`src/rtl/jellyvl_etherneco_pkg.sv`:
```
// EtherNeco framing shared definitions.
// Wire constants, CRC-32 parameters and tx state type.
package jellyvl_etherneco_pkg;

    localparam logic [7:0]  ETHER_PREAMBLE = 8'h55;
    localparam logic [7:0]  ETHER_SFD      = 8'hD5;

    localparam logic [31:0] CRC32_POLY   = 32'hEDB88320;
    localparam logic [31:0] CRC32_INIT   = 32'hFFFFFFFF;
    localparam logic [31:0] CRC32_XOROUT = 32'hFFFFFFFF;

    typedef enum logic [2:0] {
        ST_IDLE     = 3'd0,
        ST_PREAMBLE = 3'd1,
        ST_SFD      = 3'd2,
        ST_PAYLOAD  = 3'd3,
        ST_PAD      = 3'd4,
        ST_FCS      = 3'd5,
        ST_IFG      = 3'd6
    } state_t;

    // One byte step of the reflected CRC-32 register.
    function automatic logic [31:0] crc32_byte(
        input logic [31:0] crc,
        input logic [7:0]  data
    );
        logic [31:0] c;
        c = crc ^ {24'h000000, data};
        for (int i = 0; i < 8; i++) begin
            c = c[0] ? ((c >> 1) ^ CRC32_POLY) : (c >> 1);
        end
        return c;
    endfunction

endpackage

```
`src/rtl/jellyvl_ether_crc32.sv`:
```
// Byte-wise CRC-32 accumulator.
// Holds the raw reflected state; the caller applies the final XOR.
module jellyvl_ether_crc32
    import jellyvl_etherneco_pkg::*;
(
    input  logic        reset,
    input  logic        clk,
    input  logic        clear_i,
    input  logic        update_i,
    input  logic [7:0]  data_i,
    output logic [31:0] crc_o
);

    logic [31:0] crc_q;
    logic [31:0] crc_d;

    // Next CRC: clear wins over update.
    always_comb begin
        crc_d = crc_q;
        if (clear_i) begin
            crc_d = CRC32_INIT;
        end else if (update_i) begin
            crc_d = crc32_byte(crc_q, data_i);
        end
    end

    // CRC state register.
    always_ff @(posedge clk or negedge reset) begin
        if (!reset) begin
            crc_q <= CRC32_INIT;
        end else begin
            crc_q <= crc_d;
        end
    end

    assign crc_o = crc_q;

endmodule

```
`src/rtl/jellyvl_etherneco_frame_tx.sv`:
```
// EtherNeco wire framer: preamble, SFD, payload, pad, FCS, IFG.
// Underrun or a stray first beat poisons the FCS of the frame.
module jellyvl_etherneco_frame_tx
    import jellyvl_etherneco_pkg::*;
#(
    parameter int PREAMBLE_LEN = 7,
    parameter int MIN_FRAME    = 60,
    parameter int IFG_LEN      = 12
)
(
    input  logic       reset,
    input  logic       clk,

    input  logic       s_first,
    input  logic       s_last,
    input  logic [7:0] s_data,
    input  logic       s_valid,
    output logic       s_ready,

    output logic       m_first,
    output logic       m_last,
    output logic [7:0] m_data,
    output logic       m_valid,
    input  logic       m_ready,

    output logic       underrun
);

    localparam logic [15:0] PRE_LAST = 16'(PREAMBLE_LEN - 1);
    localparam logic [15:0] MIN_CNT  = 16'(MIN_FRAME);
    localparam logic [15:0] IFG_LAST = 16'(IFG_LEN - 1);
    localparam state_t      ST_START = (PREAMBLE_LEN == 1) ? ST_SFD
                                                           : ST_PREAMBLE;

    state_t      state_q, state_d;
    logic [15:0] sub_q, sub_d;
    logic [15:0] cnt_q, cnt_d;
    logic        head_q, head_d;
    logic        poison_q, poison_d;

    logic        m_valid_q, m_valid_d;
    logic        m_first_q, m_first_d;
    logic        m_last_q, m_last_d;
    logic [7:0]  m_data_q, m_data_d;
    logic        underrun_q, underrun_d;

    logic        adv;
    logic        bad_first;
    logic [15:0] cnt_inc;
    logic        short_frame;
    logic [31:0] crc;
    logic [31:0] fcs;
    logic        crc_clear;
    logic        crc_update;
    logic [7:0]  crc_data;
    logic        s_ready_c;

    jellyvl_ether_crc32 u_crc (
        .reset    (reset),
        .clk      (clk),
        .clear_i  (crc_clear),
        .update_i (crc_update),
        .data_i   (crc_data),
        .crc_o    (crc)
    );

    assign adv         = m_ready | ~m_valid_q;
    assign bad_first   = s_valid & s_first & ~head_q;
    assign cnt_inc     = (cnt_q == 16'hFFFF) ? cnt_q : cnt_q + 16'd1;
    assign short_frame = cnt_inc < MIN_CNT;
    // Poisoned frames send the raw state, i.e. the complemented FCS.
    assign fcs         = poison_q ? crc : (crc ^ CRC32_XOROUT);

    // Next-state and output-register load for each wire slot.
    always_comb begin
        state_d    = state_q;
        sub_d      = sub_q;
        cnt_d      = cnt_q;
        head_d     = head_q;
        poison_d   = poison_q;
        m_valid_d  = m_valid_q;
        m_first_d  = m_first_q;
        m_last_d   = m_last_q;
        m_data_d   = m_data_q;
        underrun_d = 1'b0;
        crc_clear  = 1'b0;
        crc_update = 1'b0;
        crc_data   = 8'h00;
        s_ready_c  = 1'b0;

        if (adv) begin
            m_first_d = 1'b0;
            m_last_d  = 1'b0;
        end

        unique case (state_q)
            ST_IDLE: begin
                s_ready_c = ~s_first;
                if (s_valid && s_first) begin
                    m_valid_d = 1'b1;
                    m_first_d = 1'b1;
                    m_data_d  = ETHER_PREAMBLE;
                    sub_d     = 16'd1;
                    cnt_d     = 16'd0;
                    head_d    = 1'b1;
                    poison_d  = 1'b0;
                    crc_clear = 1'b1;
                    state_d   = ST_START;
                end
            end
            ST_PREAMBLE: begin
                if (adv) begin
                    m_data_d = ETHER_PREAMBLE;
                    sub_d    = sub_q + 16'd1;
                    if (sub_q == PRE_LAST) begin
                        state_d = ST_SFD;
                    end
                end
            end
            ST_SFD: begin
                if (adv) begin
                    m_data_d = ETHER_SFD;
                    state_d  = ST_PAYLOAD;
                end
            end
            ST_PAYLOAD: begin
                s_ready_c = adv & ~bad_first;
                sub_d     = 16'd0;
                if (adv) begin
                    crc_update = 1'b1;
                    cnt_d      = cnt_inc;
                    if (s_valid && !bad_first) begin
                        m_data_d = s_data;
                        crc_data = s_data;
                        head_d   = 1'b0;
                        if (s_last) begin
                            state_d = short_frame ? ST_PAD : ST_FCS;
                        end
                    end else begin
                        m_data_d   = 8'h00;
                        poison_d   = 1'b1;
                        underrun_d = 1'b1;
                        state_d    = short_frame ? ST_PAD : ST_FCS;
                    end
                end
            end
            ST_PAD: begin
                sub_d = 16'd0;
                if (adv) begin
                    m_data_d   = 8'h00;
                    crc_update = 1'b1;
                    cnt_d      = cnt_inc;
                    if (!short_frame) begin
                        state_d = ST_FCS;
                    end
                end
            end
            ST_FCS: begin
                if (adv) begin
                    m_data_d = fcs[{sub_q[1:0], 3'b000} +: 8];
                    sub_d    = sub_q + 16'd1;
                    if (sub_q[1:0] == 2'd3) begin
                        m_last_d = 1'b1;
                        sub_d    = 16'd0;
                        state_d  = ST_IFG;
                    end
                end
            end
            ST_IFG: begin
                if (adv) begin
                    m_valid_d = 1'b0;
                end
                if (!m_valid_q && m_ready) begin
                    sub_d = sub_q + 16'd1;
                    if (sub_q == IFG_LAST) begin
                        state_d = ST_IDLE;
                    end
                end
            end
            default: begin
                state_d = ST_IDLE;
            end
        endcase
    end

    // Control and output registers.
    always_ff @(posedge clk or negedge reset) begin
        if (!reset) begin
            state_q    <= ST_IDLE;
            sub_q      <= 16'd0;
            cnt_q      <= 16'd0;
            head_q     <= 1'b0;
            poison_q   <= 1'b0;
            m_valid_q  <= 1'b0;
            m_first_q  <= 1'b0;
            m_last_q   <= 1'b0;
            m_data_q   <= 8'h00;
            underrun_q <= 1'b0;
        end else begin
            state_q    <= state_d;
            sub_q      <= sub_d;
            cnt_q      <= cnt_d;
            head_q     <= head_d;
            poison_q   <= poison_d;
            m_valid_q  <= m_valid_d;
            m_first_q  <= m_first_d;
            m_last_q   <= m_last_d;
            m_data_q   <= m_data_d;
            underrun_q <= underrun_d;
        end
    end

    assign s_ready  = s_ready_c;
    assign m_valid  = m_valid_q;
    assign m_first  = m_first_q;
    assign m_last   = m_last_q;
    assign m_data   = m_data_q;
    assign underrun = underrun_q;

endmodule

```
`config.mk`:
```
export PLATFORM = sky130hd
export DESIGN_NAME = jellyvl_etherneco_frame_tx
export DESIGN_NICKNAME = d
export VERILOG_FILES = /design/src/rtl/jellyvl_etherneco_pkg.sv /design/src/rtl/jellyvl_ether_crc32.sv /design/src/rtl/jellyvl_etherneco_frame_tx.sv
export SDC_FILE = /design/constraint.sdc
export NUM_CORES = 1
export LEC_CHECK = 0
export CORE_AREA = 2 2 104 106
export CTS_CLUSTER_SIZE = 20
export DETAILED_ROUTE_END_ITERATION = 12
export DIE_AREA = 0 0 106 108
export PLACE_DENSITY = 0.72
export SLEW_MARGIN = 10
export SYNTH_ARGS = -nofsm -noshare
export SYNTH_HDL_FRONTEND = slang
export SYNTH_SLANG_ARGS = --single-unit
```
`constraint.sdc`:
```
create_clock -name clk -period 4.1 [get_ports clk]
set_input_delay 1.025 -clock clk [delete_from_list [all_inputs] [get_ports clk]]
set_output_delay 1.025 -clock clk [all_outputs]
set_load 0.01 [all_outputs]
```
Yosys cells after proc, flatten, opt, wreduce, memory -nomap -nowiden

Index checks and enable logic that the tools add are counted.
Widths: inputs -> output; s select.

Flip-flop bits (word level): 81
Input port bits: 14
Output and inout bits: 13

Shift operators: 1
Multiplexer cells: 71
Bitwise operators: 18
$add $sub $neg: 2
Magnitude comparators: 1
Eq/ne operators: 26
Reduce and logical (&&, ||, !) cells: 20

Operators with widths:

| cell                  | count |
|---|---|
| $mux 32               | 11 |
| $mux 16               | 8 |
| $not 13->14           | 8 |
| $pmux 16 s5           | 1 |
| $mux 8                | 9 |
| $pmux 8 s6            | 1 |
| $mux 3                | 13 |
| $add 16x1->16 const B | 2 |
| $not 32->32           | 1 |
| $pmux 16 s2           | 1 |
| $shiftx 32x6->8       | 1 |
| $xor 32x8->32         | 1 |
| $ne 2x2->1 const B    | 14 |
| $mux 1                | 22 |
| $pmux 3 s7            | 1 |
| $eq 16x16->1 const B  | 1 |
| $eq 16x3->1 const B   | 1 |
| $eq 16x4->1 const B   | 1 |
| $lt 16x6->1 const B   | 1 |
| $reduce_and 12->1     | 1 |
| $eq 3x3->1 const B    | 3 |
| $pmux 1 s2            | 4 |
| $reduce_and 4->1      | 2 |
| $reduce_bool 2->1     | 4 |
| 17 further kinds      | 27 |

Logic depth before layout (Yosys ltp)

Gate-level depths: netlist of run 1.

Depth after elaboration: 26
Mapped depth: 9
Depth with buffers taken out: 8

Modules after synthesis

From an unflattened synthesis of run 1, not the netlist that was laid out.

Cells, all modules: 603
Area, all modules: 5677.9 µm²

Modules (own cells, without submodules):

| module                     | sequential area each (µm²) | area each (µm²) | times used | cells an instance |
|---|---|---|---|---|
| jellyvl_etherneco_frame_tx | 1226.2                     | 3599.7          | 1          | 411 |
| jellyvl_ether_crc32        | 840.8                      | 2078.2          | 1          | 192 |

Worst setup path after synthesis of run 1

No wires, ideal clock.

Path kind: input port to output port
From: input port m_ready
To: output port s_ready
Stages: 5
Path slack: 1366 ps
Data arrival time: 1709 ps
Cells stage by stage: nor2b_1 -> clkbuf_1 -> nor2_1 -> o21ai_0 -> a21oi_1

Longest elaborated chain between the ends: 3

RTL lines:

| element     | line                              | RTL |
|---|---|---|
| from (decl) | jellyvl_etherneco_frame_tx.sv:24  | `input logic m_ready,` |
| $or 1x1->1  | jellyvl_etherneco_frame_tx.sv:67  | `assign adv = m_ready \| ~m_valid_q;` |
| $and 1x1->1 | jellyvl_etherneco_frame_tx.sv:127 | `s_ready_c = adv & ~bad_first;` |
| $pmux 1 s2  | jellyvl_etherneco_frame_tx.sv:96  | `unique case (state_q)` |
| to (decl)   | jellyvl_etherneco_frame_tx.sv:18  | `output logic s_ready,` |

Every way passes these cells.

Worst setup path in the final report of run 1

Same ends and word-level chain as after synthesis.

==> results of run 1 <==
==> flip-flops by register name, summed over array words and instances, names as in the netlist, 3 cells and up, named ones only <==
name         flops
u_crc.crc_o     32
state_q          3
cnt_q           16
sub_q           16
m_data           8
==> power groups by stage <==
stage          Sequential (mW)  Combinational, mW  Clock [mW]
2_1_floorplan             1.39               2.59           0
3_3_place_gp              1.52               3.10           0
3_5_place_dp              1.53               3.17           0
4_1_cts                   1.52               3.19       0.595
5_1_grt                   1.58               3.48       0.625
6_report                  1.53               3.19       0.586
==> cells in the mapped netlist (2+ instances only) <==
library cell	count	area share (%)
a32o_1	2	0.36
nor4_1	4	0.45
and2_1	6	0.68
xnor2_2	4	1.2
buf_1	4	0.27
o31ai_1	7	0.96
nor3_1	35	3.2
xnor2_1	47	7.5
dfrtp_1	49	22
xnor3_1	6	2.5
xor2_4	2	1.0
o21bai_1	2	0.27
a31oi_1	5	0.57
a21o_1	3	0.41
a221oi_1	4	0.64
xor2_1	31	4.9
a21oi_1	40	3.6
mux2_2	2	0.41
nand4_1	7	0.80
dfstp_2	32	15
o21ai_0	48	4.4
nor2b_1	3	0.34
mux2i_1	4	0.73
o211ai_1	3	0.41
inv_1	11	0.75
and3_1	11	1.3
nand2b_1	6	0.68
a211o_1	2	0.32
mux4_2	8	3.3
nand3_1	18	1.6
ha_1	7	1.6
clkbuf_1	27	1.8
o221ai_1	2	0.32
o21a_1	3	0.41
nand2_1	60	4.1
nor2_1	46	3.1
and4_1	4	0.64
a22oi_1	5	0.68
a22o_1	7	1.1
o22ai_1	9	1.0
==> final cells by class <==
class	count	area, um^2	share of cell area [%]
Timing Repair Buffer	32	303	5.01
Clock buffer	14	184	3.04
Inverter	12	45.0	0.745
Tap cell	136	170	2.82
Clock inverter	2	10.0	0.166
Multi-Input combinational cell	472	3260	54.0
Sequential cell	81	2070	34.2
==> cell families after synthesis <==
family / after synthesis
AND/OR/NAND/NOR: 211
AO/OA/AOI/OAI: 149
XOR/XNOR: 91
flip-flops: 81
buffers and inverters: 45
multiplexers: 14
adder cells (fa/ha/maj): 7
==> metal layers <==
metal	vias up	track usage (%)	part of all wire [%]
li1	2153	-	-
met1	2192	32.9	46
met2	143	37.7	47
met3	24	3.38	4.7
met4	0	8.74	1.8
met5	-	0	0
==> worst max-delay path: stages <==
cell and delay (ns):
clkdlybuf4s50_1 0.52, nor2b_1 0.08, nor2_1 0.20, o21ai_0 0.12, a21oi_1 0.15, clkdlybuf4s50_1 0.54
==> worst paths after layout <==
check                      startpoint         end  slack (ns)  cells past startpoint
min in group asynchronous       reset    sub_q[3]        0.83                      1
min reg2reg                   m_first     m_first        0.48                      2
max in group asynchronous       reset    cnt_q[1]        2.60                      1
max reg2reg                  sub_q[0]  state_q[0]        1.35                      5
max                           m_ready     s_ready        0.44                      6
min                           m_first     m_first        0.48                      2
==> flow_metrics.py, run 1 <==
metrics = {
    "status": {
        "outcome": "finished, final reports clean",
    },
    "timing": {
        "setup_violations": 0,
        "finClkSkew_ns": 0.00829,
        "holdWs_ns": 0.483,
        "max_freq_mhz": 273,
        "fin_setup_tns_ns": 0,
        "setup_ws_ns": 0.442,
        "grt_setup_unrepaired": "no",
        "finalCritPeriodShare_pct": 89.2,
        "layout_min_cycle_time_ns": 3.66,
        "tightestPinTransition_ns": 1.03,
        "slew_headroom_pct": 31.0,
        "hold_viol_final": 0,
        "final_max_slew_viol_count": 0,
    },
    "power": {
        "sw_frac_of_total_pct": 43.5,
        "power_density_nw_per_um2": 877,
        "internal_power_mw": 2.99,
        "seqPwrFrac_pct": 28.8,
        "irDropWorstVdd_mv": 0.384,
        "p_clk_share_pct": 11.1,
        "p_leak_nw": 2.36,
        "p_sw_mw": 2.31,
        "p_comb_share_pct": 60.2,
        "power.total_mw": 5.30,
    },
    "layout": {
        "nNetsFinal": 629,
        "instances_no_fill": 749,
        "final_core_util_pct": 59.1,
        "layout_commonest_cell": "nand2_1",
        "fillCellCount": 882,
        "most-common-layout-cells": "nand2_1, dfrtp_1, o21ai_0",
        "area_growth_pct": 9.85,
        "diodes": 0,
        "final_area_um2": 6040,
        "drive_gt1_share_pct": 12.9,
    },
    "routing": {
        "wire_per_inst_um": 17.3,
        "final_antenna_net_count": 0,
        "viasPerCell": 6.02,
        "via_count": 4512,
        "drc": 0,
        "drt_pre_antenna_iters": 6,
        "drtIter0Drc": 268,
        "routed_wl_um": 12900,
    },
    "grt": {
        "grt_pass1_wl_um": 21400,
        "grt_max_degree": 82,
        "grt_antenna_before_repair": 0,
        "grt_usage_pct": 23.6,
        "grt.overflow.total": 0,
        "grt_pass1_vias": 4253,
    },
    "clock_network": {
        "ctsResizeCount": 0,
        "cts.root.buffer_cell": "clkbuf_8",
        "clock_path_buffers": 2,
        "cts_tree": "yes",
        "cts.htree.levels": 3,
        "ctsHoldBuffers": 0,
        "clock_sinks": 81,
        "clkTransAtPathRegs_ns": 0.08,
        "post-cts-setup-buffers": 0,
        "cts_buffers": 9,
        "clkLatencyLatePin_ns": 0.36,
    },
    "critical_path": {
        "worstPathRequired_ns": 3.07,
        "start_kind": "input port",
        "critPathKind": "input port to primary output",
        "cp-end-kind": "primary output",
        "crit_fanout": 4,
        "cp.arrival_ns": 2.63,
    },
    "die": {
        "initial_core_util_pct": 53.8,
        "die_w_um": 106,
        "core_area_um2": 10200,
        "placementRows": 37,
        "dieArea_um2": 11400,
        "die_h_um": 108,
        "ios": 27,
    },
    "synth": {
        "yosysSeqAreaShare_pct": 37.6,
        "synth-compound-area-share_pct": 16.6,
        "synth-xor-area-share_pct": 17.6,
        "synth_top_family_by_area": "simple AND/OR/NAND/NOR gates",
        "postSynthCellCount": 598,
        "ys.warnings.count": 0,
        "synth-adder-area-share_pct": 1.59,
        "synth-simple-area-share_pct": 19.1,
        "synth_cell_types": 62,
        "syn-num-nets": 619,
        "syn_area_um2": 5500,
        "async_flop_share_pct": 100,
        "ys_ff_latch": 81,
        "synth_area_per_cell_um2": 9.20,
        "synth_edf_count": 0,
        "synthMuxAreaShare_pct": 4.41,
        "synth_flop_cell": "dfrtp_1",
    },
    "placed_design": {
        "postPlaceCellArea_um2": 5850,
        "dp_hpwl_um": 9090,
        "dp_slack_ns": 0.446,
        "gp_congestion": 0.862,
        "place_inst": 733,
        "port_buffers": 26,
    },
    "worst_hold_path": {
        "hold_path_class": "flip-flop to flip-flop",
    },
    "job": {
        "cap_violations": 0,
    },
}
(Power assumes the default switching activity.)
==> inputs of run 2 (changes only) <==
Settings changed: GPL_ROUTABILITY_DRIVEN from default to 0.
==> results of run 2 <==
Final layout, timing and power as in run 1 (identical DEF).
